[src/rtl/router_pkg.sv]
// Shared types and constants for the router packet source: FSM states,
// header layout and the header pack helper.
package router_pkg;

  localparam int unsigned HDR_LEN_W = 6;
  localparam int unsigned ADDR_W    = 2;
  localparam int unsigned BYTE_W    = 8;

  localparam logic [ADDR_W-1:0] ADDR_INVALID = 2'b11;

  typedef enum logic [2:0] {
    ST_IDLE,
    ST_LOAD,
    ST_HEADER,
    ST_PAYLOAD,
    ST_PARITY
  } state_e;

  // Header byte as seen on the router input: length in the upper bits.
  typedef struct packed {
    logic [HDR_LEN_W-1:0] len;
    logic [ADDR_W-1:0]    addr;
  } hdr_t;

  function automatic hdr_t pack_header(input logic [HDR_LEN_W-1:0] len,
                                       input logic [ADDR_W-1:0]    addr);
    hdr_t h;
    h.len  = len;
    h.addr = addr;
    return h;
  endfunction

endpackage

[src/rtl/pkt_payload_buf.sv]
// Store-and-forward payload buffer: one synchronous write port and one
// combinational read port; contents are never cleared.
module pkt_payload_buf #(
  parameter int unsigned DEPTH  = 63,
  parameter int unsigned DATA_W = 8,
  localparam int unsigned AW    = $clog2(DEPTH)
) (
  input  logic              clk,
  input  logic              wr_en,
  input  logic [AW-1:0]     wr_addr,
  input  logic [DATA_W-1:0] wr_data,
  input  logic [AW-1:0]     rd_addr,
  output logic [DATA_W-1:0] rd_data_c
);

  logic [DATA_W-1:0] mem_q [DEPTH];

  always_ff @(posedge clk) begin
    if (wr_en) begin
      mem_q[wr_addr] <= wr_data;
    end
  end

  assign rd_data_c = mem_q[rd_addr];

endmodule

[src/rtl/router_pkt_source.sv]
// Router packet source: buffers a payload, then sends header, payload and
// parity under busy backpressure. Optional feature macro: PARITY_CORRUPT_EN.
module router_pkt_source
  import router_pkg::*;
#(
  parameter int unsigned MAX_LEN = 63
) (
  input  logic                 clk,
  input  logic                 rst,
  input  logic                 start,
  input  logic [ADDR_W-1:0]    dest_addr,
  input  logic [HDR_LEN_W-1:0] payload_len,
`ifdef PARITY_CORRUPT_EN
  input  logic                 corrupt_par,
`endif
  output logic                 req_ready,
  input  logic                 pay_valid,
  input  logic [BYTE_W-1:0]    pay_data,
  output logic                 pay_ready,
  input  logic                 busy,
  output logic [BYTE_W-1:0]    data_out,
  output logic                 pktvalid,
  output logic                 done,
  output logic                 err
);

  localparam int unsigned BUF_AW = $clog2(MAX_LEN);
  localparam logic [HDR_LEN_W-1:0] MAX_LEN_V = HDR_LEN_W'(MAX_LEN);

  state_e               state_q, state_d;
  hdr_t                 hdr_q, hdr_d;
  logic [HDR_LEN_W-1:0] cnt_q, cnt_d;
  logic [BYTE_W-1:0]    par_q, par_d;
  logic [BYTE_W-1:0]    data_q, data_d;
  logic                 pktvalid_q, pktvalid_d;
  logic                 done_q, done_d;
  logic                 err_q, err_d;
  logic                 pay_ready_q, pay_ready_d;
  logic                 req_ready_q, req_ready_d;
  logic                 corrupt_q, corrupt_d;
  logic                 wr_en_c;
  logic                 last_c;
  logic [BUF_AW-1:0]    rd_idx_c;
  logic [BYTE_W-1:0]    rd_data_c;
  logic [BYTE_W-1:0]    par_out_c;

  pkt_payload_buf #(
    .DEPTH  (MAX_LEN),
    .DATA_W (BYTE_W)
  ) u_buf (
    .clk       (clk),
    .wr_en     (wr_en_c),
    .wr_addr   (BUF_AW'(cnt_q)),
    .wr_data   (pay_data),
    .rd_addr   (rd_idx_c),
    .rd_data_c (rd_data_c)
  );

  assign last_c = (cnt_q == (hdr_q.len - HDR_LEN_W'(1)));

  // Look-ahead read: the byte presented after the next accepted one.
  always_comb begin
    rd_idx_c = BUF_AW'(cnt_q + HDR_LEN_W'(1));
    if (state_q == ST_HEADER) begin
      rd_idx_c = '0;
    end
  end

`ifdef PARITY_CORRUPT_EN
  assign par_out_c = corrupt_q ? ~par_q : par_q;
`else
  assign par_out_c = par_q;
`endif

  always_comb begin
    state_d     = state_q;
    hdr_d       = hdr_q;
    cnt_d       = cnt_q;
    par_d       = par_q;
    data_d      = data_q;
    pktvalid_d  = pktvalid_q;
    done_d      = 1'b0;
    err_d       = 1'b0;
    pay_ready_d = pay_ready_q;
    req_ready_d = req_ready_q;
    corrupt_d   = corrupt_q;
    wr_en_c     = 1'b0;

    case (state_q)
      ST_IDLE: begin
        if (start) begin
          if (dest_addr == ADDR_INVALID || payload_len == '0 || payload_len > MAX_LEN_V) begin
            err_d = 1'b1;
          end else begin
            hdr_d       = pack_header(payload_len, dest_addr);
            par_d       = pack_header(payload_len, dest_addr);
            cnt_d       = '0;
            state_d     = ST_LOAD;
            pay_ready_d = 1'b1;
            req_ready_d = 1'b0;
`ifdef PARITY_CORRUPT_EN
            corrupt_d   = corrupt_par;
`else
            corrupt_d   = 1'b0;
`endif
          end
        end
      end

      ST_LOAD: begin
        if (pay_valid && pay_ready_q) begin
          wr_en_c = 1'b1;
          par_d   = par_q ^ pay_data;
          cnt_d   = cnt_q + HDR_LEN_W'(1);
          if (last_c) begin
            state_d     = ST_HEADER;
            pay_ready_d = 1'b0;
            data_d      = hdr_q;
            pktvalid_d  = 1'b1;
          end
        end
      end

      ST_HEADER: begin
        if (!busy) begin
          state_d = ST_PAYLOAD;
          cnt_d   = '0;
          data_d  = rd_data_c;
        end
      end

      ST_PAYLOAD: begin
        if (!busy) begin
          if (last_c) begin
            state_d    = ST_PARITY;
            data_d     = par_out_c;
            pktvalid_d = 1'b0;
          end else begin
            cnt_d  = cnt_q + HDR_LEN_W'(1);
            data_d = rd_data_c;
          end
        end
      end

      ST_PARITY: begin
        if (!busy) begin
          state_d     = ST_IDLE;
          data_d      = '0;
          done_d      = 1'b1;
          req_ready_d = 1'b1;
        end
      end

      default: begin
        state_d = ST_IDLE;
      end
    endcase
  end

  always_ff @(posedge clk or negedge rst) begin
    if (!rst) begin
      state_q     <= ST_IDLE;
      hdr_q       <= '0;
      cnt_q       <= '0;
      par_q       <= '0;
      data_q      <= '0;
      pktvalid_q  <= 1'b0;
      done_q      <= 1'b0;
      err_q       <= 1'b0;
      pay_ready_q <= 1'b0;
      req_ready_q <= 1'b1;
      corrupt_q   <= 1'b0;
    end else begin
      state_q     <= state_d;
      hdr_q       <= hdr_d;
      cnt_q       <= cnt_d;
      par_q       <= par_d;
      data_q      <= data_d;
      pktvalid_q  <= pktvalid_d;
      done_q      <= done_d;
      err_q       <= err_d;
      pay_ready_q <= pay_ready_d;
      req_ready_q <= req_ready_d;
      corrupt_q   <= corrupt_d;
    end
  end

  assign req_ready = req_ready_q;
  assign pay_ready = pay_ready_q;
  assign data_out  = data_q;
  assign pktvalid  = pktvalid_q;
  assign done      = done_q;
  assign err       = err_q;

endmodule

[config.mk]
export PLATFORM = sky130hd
export DESIGN_NAME = router_pkt_source
export DESIGN_NICKNAME = d
export VERILOG_FILES = /design/src/rtl/router_pkg.sv /design/src/rtl/pkt_payload_buf.sv /design/src/rtl/router_pkt_source.sv
export SDC_FILE = /design/constraint.sdc
export NUM_CORES = 1
export LEC_CHECK = 0
export CAP_MARGIN = 20
export CORE_UTILIZATION = 32
export DETAILED_ROUTE_END_ITERATION = 7
export MAX_ROUTING_LAYER = met4
export REMOVE_ABC_BUFFERS = 1
export SLEW_MARGIN = 20
export SYNTH_ARGS = -nofsm -noshare
export SYNTH_HDL_FRONTEND = slang
export SYNTH_SLANG_ARGS = --single-unit
export TNS_END_PERCENT = 50
[constraint.sdc]
create_clock -name clk -period 3.22 [get_ports clk]
set_clock_uncertainty 0.1 [all_clocks]
set_input_delay 0.966 -clock clk [delete_from_list [all_inputs] [get_ports clk]]
set_output_delay 0.966 -clock clk [all_outputs]
set_load 0.01 [all_outputs]
---- After elaboration in Yosys (flattened, before gate mapping) ----
Memories as Yosys holds them, arrays and structs flattened.
Index checks and enable logic that the tools add are counted.
cells by class
  $add $sub $neg .......................... 2
  multiply operators ...................... 0
  divide/modulo/power cells ............... 0
  $lt $le $gt $ge ......................... 1
  equality and inequality tests ........... 15
  shift operators ......................... 0
  mux-type cells .......................... 50
  bitwise logic cells ..................... 2
  reduce and logical (&&, ||, !) cells .... 18
operator list
  operator             number
  $mux 8               9
  $mux 6               7
  $pmux 8 s4           1
  $mux 3               8
  $pmux 6 s4           1
  $mux 1               19
  $ne 2x2->1 const B   9
  $pmux 8 s2           1
  $pmux 3 s5           1
  $reduce_and 5->1     2
  $reduce_and 4->1     2
  $reduce_and 8->1     1
  $reduce_bool 4->1    2
  $xor 8x8->8          1
  $reduce_and 7->1     1
  $add 6x1->6 const B  1
  $eq 3x2->1 const B   2
  $eq 6x6->1           1
  $gt 6x6->1 const B   1
  $logic_not 6->1      1
  $pmux 1 s2           3
  $reduce_and 6->1     1
  $reduce_bool 2->1    3
  $sub 6x1->6 const B  1
  other kinds (8)      9
word-level totals
  register bits after elaboration ......... 38
  bits in latches ......................... 0
  bits in writable memories ............... 504
  memory bits (read-only) ................. 0
  input port bits ......................... 21
  output and inout port bits .............. 13
  logic and storage cells ................. 100
  memories kept ........................... 1
memory list
  memory       depth  width  rd ports  clocked after Yosys merged registers in  write ports  line                   text
  u_buf.mem_q  63     8      1         0                                        1            pkt_payload_buf.sv:16  logic [DATA_W-1:0] mem_q [DEPTH];

---- Depth between registers and ports, before layout ----
Gate-level depths: netlist of the first run.
  depth after elaboration ................. 6
  depth in mapped cells ................... 12

---- Modules after synthesis ----
A second synthesis of the first run with hierarchy kept.
unflattened totals
  cell total of the unflattened synthesis .. 1,207
  area, all modules ....................... 22,014.9 um^2
modules (own cells, without submodules)
  module             instances  cells each  area an instance (um^2)  sequential area each (um^2)
  pkt_payload_buf    1          941         19,646.3                 15,134.5
  router_pkt_source  1          266         2,368.5                  952.2

---- Worst setup path after synthesis of the first run ----
Ideal clock, no wire load.
  kind .................................... reg-to-reg
  from .................................... register cnt_q[1]
  to ...................................... register data_q[4] (netlist: data_out[4])
  arrival time ............................ 2,573 ps
  slack ................................... 419 ps
  stages on the path, launching flop included .. 12
  buffers on the path ..................... 5
  clock period less this slack ............ 2,801 ps
  cell sequence ........................... dfrtp_1 ha_1 buf_2 buf_2 buf_2 buf_2 clkbuf_1 a31oi_1 a221oi_1 a31oi_1 a211oi_1 o31ai_1
between the ends
  word-level cells in the longest chain between the ends .. 6
  elaborated cells on any way between the ends .. 10
  those cells by class .................... 1 x add/sub; 2 x eq/ne; 5 x mux; 1 x reduce/logical; 1 x memory
ends and longest elaborated chain
  element                   line                      text
  start: declaration        router_pkt_source.sv:32   logic [HDR_LEN_W-1:0] cnt_q, cnt_d;
  start signal: assignment  router_pkt_source.sv:176  cnt_q <= cnt_d;
  $add 6x1->6               router_pkt_source.sv:63   rd_idx_c = BUF_AW'(cnt_q + HDR_LEN_W'(1));
  $mux 6                    router_pkt_source.sv:64   if (state_q == ST_HEADER) begin
  $mem_v2 63x8              --
  $mux 8                    router_pkt_source.sv:134  if (last_c) begin
  $mux 8                    router_pkt_source.sv:133  if (!busy) begin
  $pmux 8 s4                router_pkt_source.sv:89   case (state_q)
  end signal: assignment    router_pkt_source.sv:178  data_q <= data_d;
  end: declaration          router_pkt_source.sv:34   logic [BYTE_W-1:0] data_q, data_d;
Several ways; a longest one is shown, not always the timed one. The select of a mux whose other input is x is not followed.
A chain may end at the register's enable or synchronous reset.

---- Worst setup path after layout of the first run ----
  from .................................... register cnt_q[0]
  to ...................................... register data_q[2] (netlist: data_out[2])
Same word-level chain as after synthesis.

==> results.md, run 1 <==
* Global-route wire length before repair at approximately 98000 um
* Die W at around 270 um
* Final cell count without fillers at 2674
* Yosys top cell by area: edfxtp_1
* Placed cell area at about 0.026 mm2
* R2r endpoint: data_out[2]
* Avg Cell Area, Syn at 15.2 um2
* CP Data Arrival Time at 3.53 ns
* Final setup viols at 0
* Worst-Margin Slew at approximately 0.89 ns
* Hold crit path type: input port to async pin
* Reg clk slew, reported paths at ~0.07 ns
* Drt first pass iters at 5
* Routability Congestion at slightly above 0.9
* DR vias at 14606
* Initial Util at between 30% and 40%
* TritonCTS Buffers at 55
* Post-Route WL at around 66000 um
* Status: complete, no violations
* Initial DRC Count at 1783
* Clock sinks at roughly 540
* Share of layout cells above drive strength 1 at between 20% and 30%
* Final Critical Period at 3.12 ns
* Fillers at 6400
* Yosys top cell area share at about two thirds
* Max IR drop VDD at ~540 uV
* Max-slew violations at 0
* Flop2flop setup slack at ~0.10 ns
* Site Rows at between 90 and 100
* Post-Synthesis Cells at between 1000 and 1500
* CP startpoint kind: register
* Synthesis Warnings at 0
* RSZ-0062 raised after global routing: yes
* Commonest non-fill, non-tap cells in the layout: edfxtp_1 (504), buf_4 (195), nor2_1 (101), o21ai_0 (77), nand2_1 (72)
* Residual DRC at 0
* Power Density at about 930 mW/mm2
* Endpoints failing hold at 0
* Vias per cell at about 5.5
* H-tree depth at 2
* Post-synth EDFFs at slightly above 500
* Number of global-route vias before repair at between 10000 and 15000
* Setup crit end: data_out[2]
* Critical-path maximum fanout at 49
* GRT Residual Overflow at 0
* Core area at 0.0700 mm2
* Routed Antenna Nets at 0
* Worst Setup End Kind: register
* Maxcap violations at 0
* Largest net degree at the start of global routing at 50
* Post-Place Cells at 2565
* Sequential fraction of the synthesis area at about 71%
* P_leak at around 9.2 nW
* Post-route cell area at about 0.028 mm2
* Port Buffers at 33
* Avg WL per Cell at 24.9 um
* Clock Tree Buf Depth at 3
* CTS root buf: clkbuf_16
* F_max at approximately 320 MHz
* CTS tree: done
* Top post-synthesis cells by area: edfxtp_1 (67%), dfrtp_1 (4.1%), mux4_2 (3.3%)
* Critical path class: register to register
* Final worst setup slack at 0.103 ns
* Clock Latency Late Sink at between 0.6 and 0.7 ns
* CTS hold repair buffers at 0
* Crit share post-route at a little over nine tenths
* Fin nets at 1711
* Antenna violations before repair at 1
* Worst setup path startpoint: cnt_q[0]
* Die area at 0.0719 mm2
* Reg-to-Reg Start: cnt_q[0]
* Rel. slew slack at 40.9%
* Pre-CTS WS at -0.129 ns
* Post-synth top flop: edfxtp_1
* DP HPWL at 44300 um
* #FFs+latches synth at ~540
* Commonest non-fill, non-tap cell in the layout: edfxtp_1
* Synth-to-layout area growth at 21.6%
* Post-synthesis cell area at between 0.02 and 0.025 mm2
* CP required at roughly 3.6 ns
* Cell variety after synth at 79
* DIE HEIGHT at roughly 270 um
* Worst r2r path cells at 11
* Final design utilization at roughly two fifths
* Overall Global Routing Usage at 19.2%
* I/O pin cnt at 34
* Ys async rst share at under 10%
==> cells by family (layout without fill, tap and decap cells) <==
family,Yosys count,after routing,share of synthesized area (%)
DFF,542,542,71.0
AOI/OAI and AO/OA,370,370,11.5
and+or+nand+nor,316,316,6.92
muxes,127,127,7.56
buffers and inverters,124,364,2.45
xor gates and xnor gates,12,12,0.497
adders and majority gates,2,2,0.110
other,0,1,0
==> repair_timing <==
| action | 4_1_cts | 5_1_grt |
|---|---|---|
| pin swaps | 0 | 3 |
| gates resized for setup | 4 | 12 |
| buffers inserted | 0 | 6 |
| endpoints found under the setup margin | 6 | 8 |
==> sequential cells by signal, summed over array words and instances (netlist names) <==
signal	flops
req_ready	1
pktvalid	1
pay_ready	1
data_out	8
done	1
err	1
hdr_q	8
state_q	3
u_buf.mem_q	504
cnt_q	6
par_out_c	8
==> worst max-delay path, stage by stage, from the launching register on <==
cell     delay [ns]
dfrtp_4        0.51
buf_12         0.21
and4_1         0.23
or4_4          0.60
buf_4          0.20
nor3_4         0.23
buf_4          0.17
nand2_1        0.05
o21ai_1        0.25
nor4b_1        0.11
buf_4          0.16
o31ai_1        0.19
==> per-stage QoR <==
step | setup TNS [ns] | total power, mW | hold WS (ns)
2_1_floorplan | -909.63 | 13.8 | 0.370
3_3_place_gp | -1.01 | 18.6 | 0.390
3_5_place_dp | -0.321 | 18.6 | 0.408
4_1_cts | 0 | 25.4 | 0.389
5_1_grt | -0.0213 | 26.5 | 0.426
6_report | 0 | 25.5 | 0.375
==> layer usage <==
metal  track usage [%]  vias up  share of wire (%)
li1                  -     6348                  -
met1              26.6     7425                 43
met2              29.1      704                 46
met3              3.01      129                8.4
met4              5.78        0                3.1
met5                 -        -                  0
==> report_power, final <==
part / switching, mW / internal (mW)
Clock: 2.73 / 4.02
Combinational: 6.22 / 4.31
Sequential: 0.285 / 7.99
==> layout make-up <==
class | instances | area [um2] | share of cell area, %
tap | 940 | 1180 | 4.27
clock inverter | 42 | 467 | 1.69
multi-input combinational | 827 | 6140 | 22.3
sequential | 542 | 16100 | 58.4
inverter | 10 | 38.8 | 0.141
antenna | 1 | 2.50 | 0.00908
clock buffer | 60 | 1440 | 5.22
timing repair buffer | 252 | 2200 | 8.00
==> synth_stat cells, drive strengths merged (6+ instances only) <==
cell type / n
a211o: 9
a211oi: 36
a21boi: 9
a21o: 7
a21oi: 51
a221o: 17
a221oi: 23
a22o: 7
a22oi: 6
a2bb2oi: 8
a311oi: 7
a31oi: 24
and2: 6
and3: 7
buf: 62
clkbuf: 52
dfrtp: 37
edfxtp: 504
inv: 10
mux2: 24
mux2i: 70
mux4: 33
nand2: 73
nand2b: 16
nand3: 32
nor2: 105
nor2b: 10
nor3: 20
nor3b: 13
o211ai: 21
o21ai: 78
o221ai: 12
o22ai: 8
o31ai: 12
or3: 10
xnor2: 8
==> worst min path at each step <==
stage	end	slack, ns	cells after the start
global placement	par_out_c[6]	0.39	2
detailed placement	hdr_q[0]	0.41	1
finish	hdr_q[5]	0.38	1
floorplan	par_out_c[6]	0.37	2
CTS	hdr_q[5]	0.39	1
global route	hdr_q[5]	0.43	1
Note: power is estimated with default switching activity, not from simulation.
==> run 2, diff against run 1 <==
Settings changed: CORE_UTILIZATION 32 to 35, GPL_ROUTABILITY_DRIVEN from default to 0.
==> results.md, run 2 (same netlist as run 1, synthesis figures left out) <==
* Rel. slew slack at 42.6% (was 40.9%)
* Power Density at 901 mW/mm2 (was 927 mW/mm2)
* Vias per cell at 5.67 (was 5.46)
* Met3 WL post-DR at 5490 um (was 5580 um)
* Max IR drop VDD at 490 uV (was 541 uV)
* Critical-path maximum fanout at 11 (was 49)
* Highest routed layer: met4 (unchanged)
* Final cell count without fillers at 2558 (was 2674)
* Number of global-route vias before repair at 14305 (was 14464)
* CP startpoint kind: register (unchanged)
* Max FFs per register at 504 (unchanged)
* Clock sinks at 542 (unchanged)
* I/O pin cnt at 34 (unchanged)
* Die area at 0.0658 mm2 (was 0.0719 mm2)
* TritonCTS Buffers at 53 (was 55)
* Crit share post-route at 99.4% (was 96.8%)
* Final Critical Period at 3.20 ns (was 3.12 ns)
* Critical path class: register to register (unchanged)
* CTS tree: done (unchanged)
* Setup TNS at 0 ns (unchanged)
* P_leak at 8.99 nW (was 9.24 nW)
* Met1 wire length at 27700 um (was 28400 um)
* DIE HEIGHT at 256 um (was 268 um)
* Reg clk slew, reported paths at 0.07 ns (about the same)
* CP Data Arrival Time at 3.61 ns (was 3.53 ns)
* Initial DRC Count at 1582 (was 1783)
* Die W at 256 um (was 268 um)
* Residual DRC at 0 (unchanged)
* Antenna violations before repair at 0 (was 1)
* Setup bufs post-CTS at 0 (unchanged)
* Metal2 WL at 30800 um (was 30400 um)
* Largest net degree at the start of global routing at 62 (was 50)
* Maxcap violations at 0 (unchanged)
* Final setup viols at 0 (unchanged)
* CP required at 3.62 ns (was 3.63 ns)
* Overall Global Routing Usage at 20.4% (was 19.2%)
* Drt first pass iters at 6 (was 5)
* Worst Setup End Kind: register (unchanged)
* DP HPWL at 44200 um (was 44300 um)
* Initial Util at 35.7% (was 32.4%)
* Share of layout cells above drive strength 1 at 21.1% (was 23.1%)
* Endpoints failing hold at 0 (unchanged)
* Routed Antenna Nets at 0 (unchanged)
* Port Buffers at 33 (unchanged)
* Max-slew violations at 0 (unchanged)
* Worst-Margin Slew at 0.854 ns (was 0.887 ns)
* H-tree depth at 2 (unchanged)
* Status: complete, no violations (unchanged)
* Avg WL per Cell at 25.7 um (was 24.9 um)
* DR vias at 14515 (was 14606)
* Core area at 0.0635 mm2 (was 0.0700 mm2)
* Synth-to-layout area growth at 19.0% (was 21.6%)
* Post-route cell area at 0.0270 mm2 (was 0.0276 mm2)
* Fin nets at 1695 (was 1711)
* Global-route wire length before repair at 96600 um (was 98400 um)
* Multi-input gate area at 0.00611 mm2 (was 0.00614 mm2)
* Hold crit path type: input port to async pin (unchanged)
* GRT Residual Overflow at 0 (unchanged)
* Final hold slack at 0.255 ns (was 0.375 ns)
* Placed cell area at 0.0253 mm2 (was 0.0255 mm2)
* Site Rows at 92 (was 97)
* Fillers at 5683 (was 6400)
* F_max at 312 MHz (was 321 MHz)
* Clock Tree Buf Depth at 3 (unchanged)
* Storage cell area at 0.0161 mm2 (unchanged)
* Clock Latency Late Sink at 0.62 ns (was 0.61 ns)
* Post-Route WL at 65700 um (was 66500 um)
* CTS root buf: clkbuf_16 (unchanged)
* Number of diodes at 0 (was 1)
* Commonest non-fill, non-tap cell in the layout: edfxtp_1 (unchanged)
* CTS hold repair buffers at 0 (unchanged)
* Largest Register: u_buf.mem_q (unchanged)
* Commonest non-fill, non-tap cells in the layout: edfxtp_1 (504), buf_4 (185), nor2_1 (101), o21ai_0 (77), nand2_1 (73) (was edfxtp_1 (504), buf_4 (195), nor2_1 (101), o21ai_0 (77), nand2_1 (72))
* Post-Place Cells at 2463 (was 2565)
* RSZ-0062 raised after global routing: yes (unchanged)
==> run 2: cell count changes in the layout (fill, tap and decap cells not counted), sizes merged <==
cell,change
bufinv,-7
diode,-1
inv,+2
buf,-14
clkbuf,+11
clkinv,-10
clkinvlp,-3
==> run 2: what timing repair did <==
action | in CTS | in global routing
resized for setup | 1 | 8
pin swaps | 0 | 0
endpoints found under the hold margin | 0 | 0
cloned | 0 | 0
endpoints found under the setup margin | 2 | 5
==> run 2: cell type report <==
| cell class | instances | share of cell area [%] |
|---|---|---|
| sequential | 542 | 59.7 |
| multi-input combinational | 827 | 22.7 |
| timing repair buffer | 238 | 7.66 |
| clock buffer | 71 | 5.21 |
| tap | 846 | 3.92 |
| clock inverter | 24 | 0.742 |
| inverter | 10 | 0.144 |
==> run 2: per-stage QoR <==
stage	setup slack (ns)	power, mW	util [%]
3_3_place_gp	-0.0348	18.3	39.9
2_1_floorplan	-5.14	13.8	-
5_1_grt	-0.0168	25.2	42.4
3_5_place_dp	-0.0519	18.4	39.9
6_report	0.0182	24.3	42.4
4_1_cts	0.0104	24.2	42.4
==> run 2: final timing paths <==
| path | startpoint | end | slack, ns | depth (start not counted) |
|---|---|---|---|---|
| max in group asynchronous | rst | req_ready | 2.12 | 2 |
| min reg2reg | req_ready | req_ready | 0.42 | 1 |
| max | cnt_q[0] | data_out[0] | 0.02 | 11 |
| min in group clk | req_ready | req_ready | 0.42 | 1 |
| min | rst | cnt_q[0] | 0.25 | 1 |
| max reg2reg | cnt_q[0] | data_out[0] | 0.02 | 11 |
==> run 2: metal layers <==
metal	global-route usage, %	vias up
li1	-	6307
met1	27.6	7421
met2	31.5	676
met3	3.48	111
met4	6.07	0
met5	-	-
==> run 2: worst max-delay path: stages, from the launching register on <==
cell and delay (ns):
dfrtp_4 0.51, ha_4 0.36, inv_2 0.26, buf_12 0.17
buf_4 0.19, a21oi_1 0.06, a21o_1 0.21, o32a_1 0.21
a211oi_1 0.46, a211oi_1 0.10, buf_4 0.16, o31ai_1 0.29
==> run 2: power breakdown <==
group	switching [mW]	total, mW	internal (mW)
clock network	2.59	5.89	3.29
registers	0.285	8.28	7.99
logic	6.10	10.1	4.04
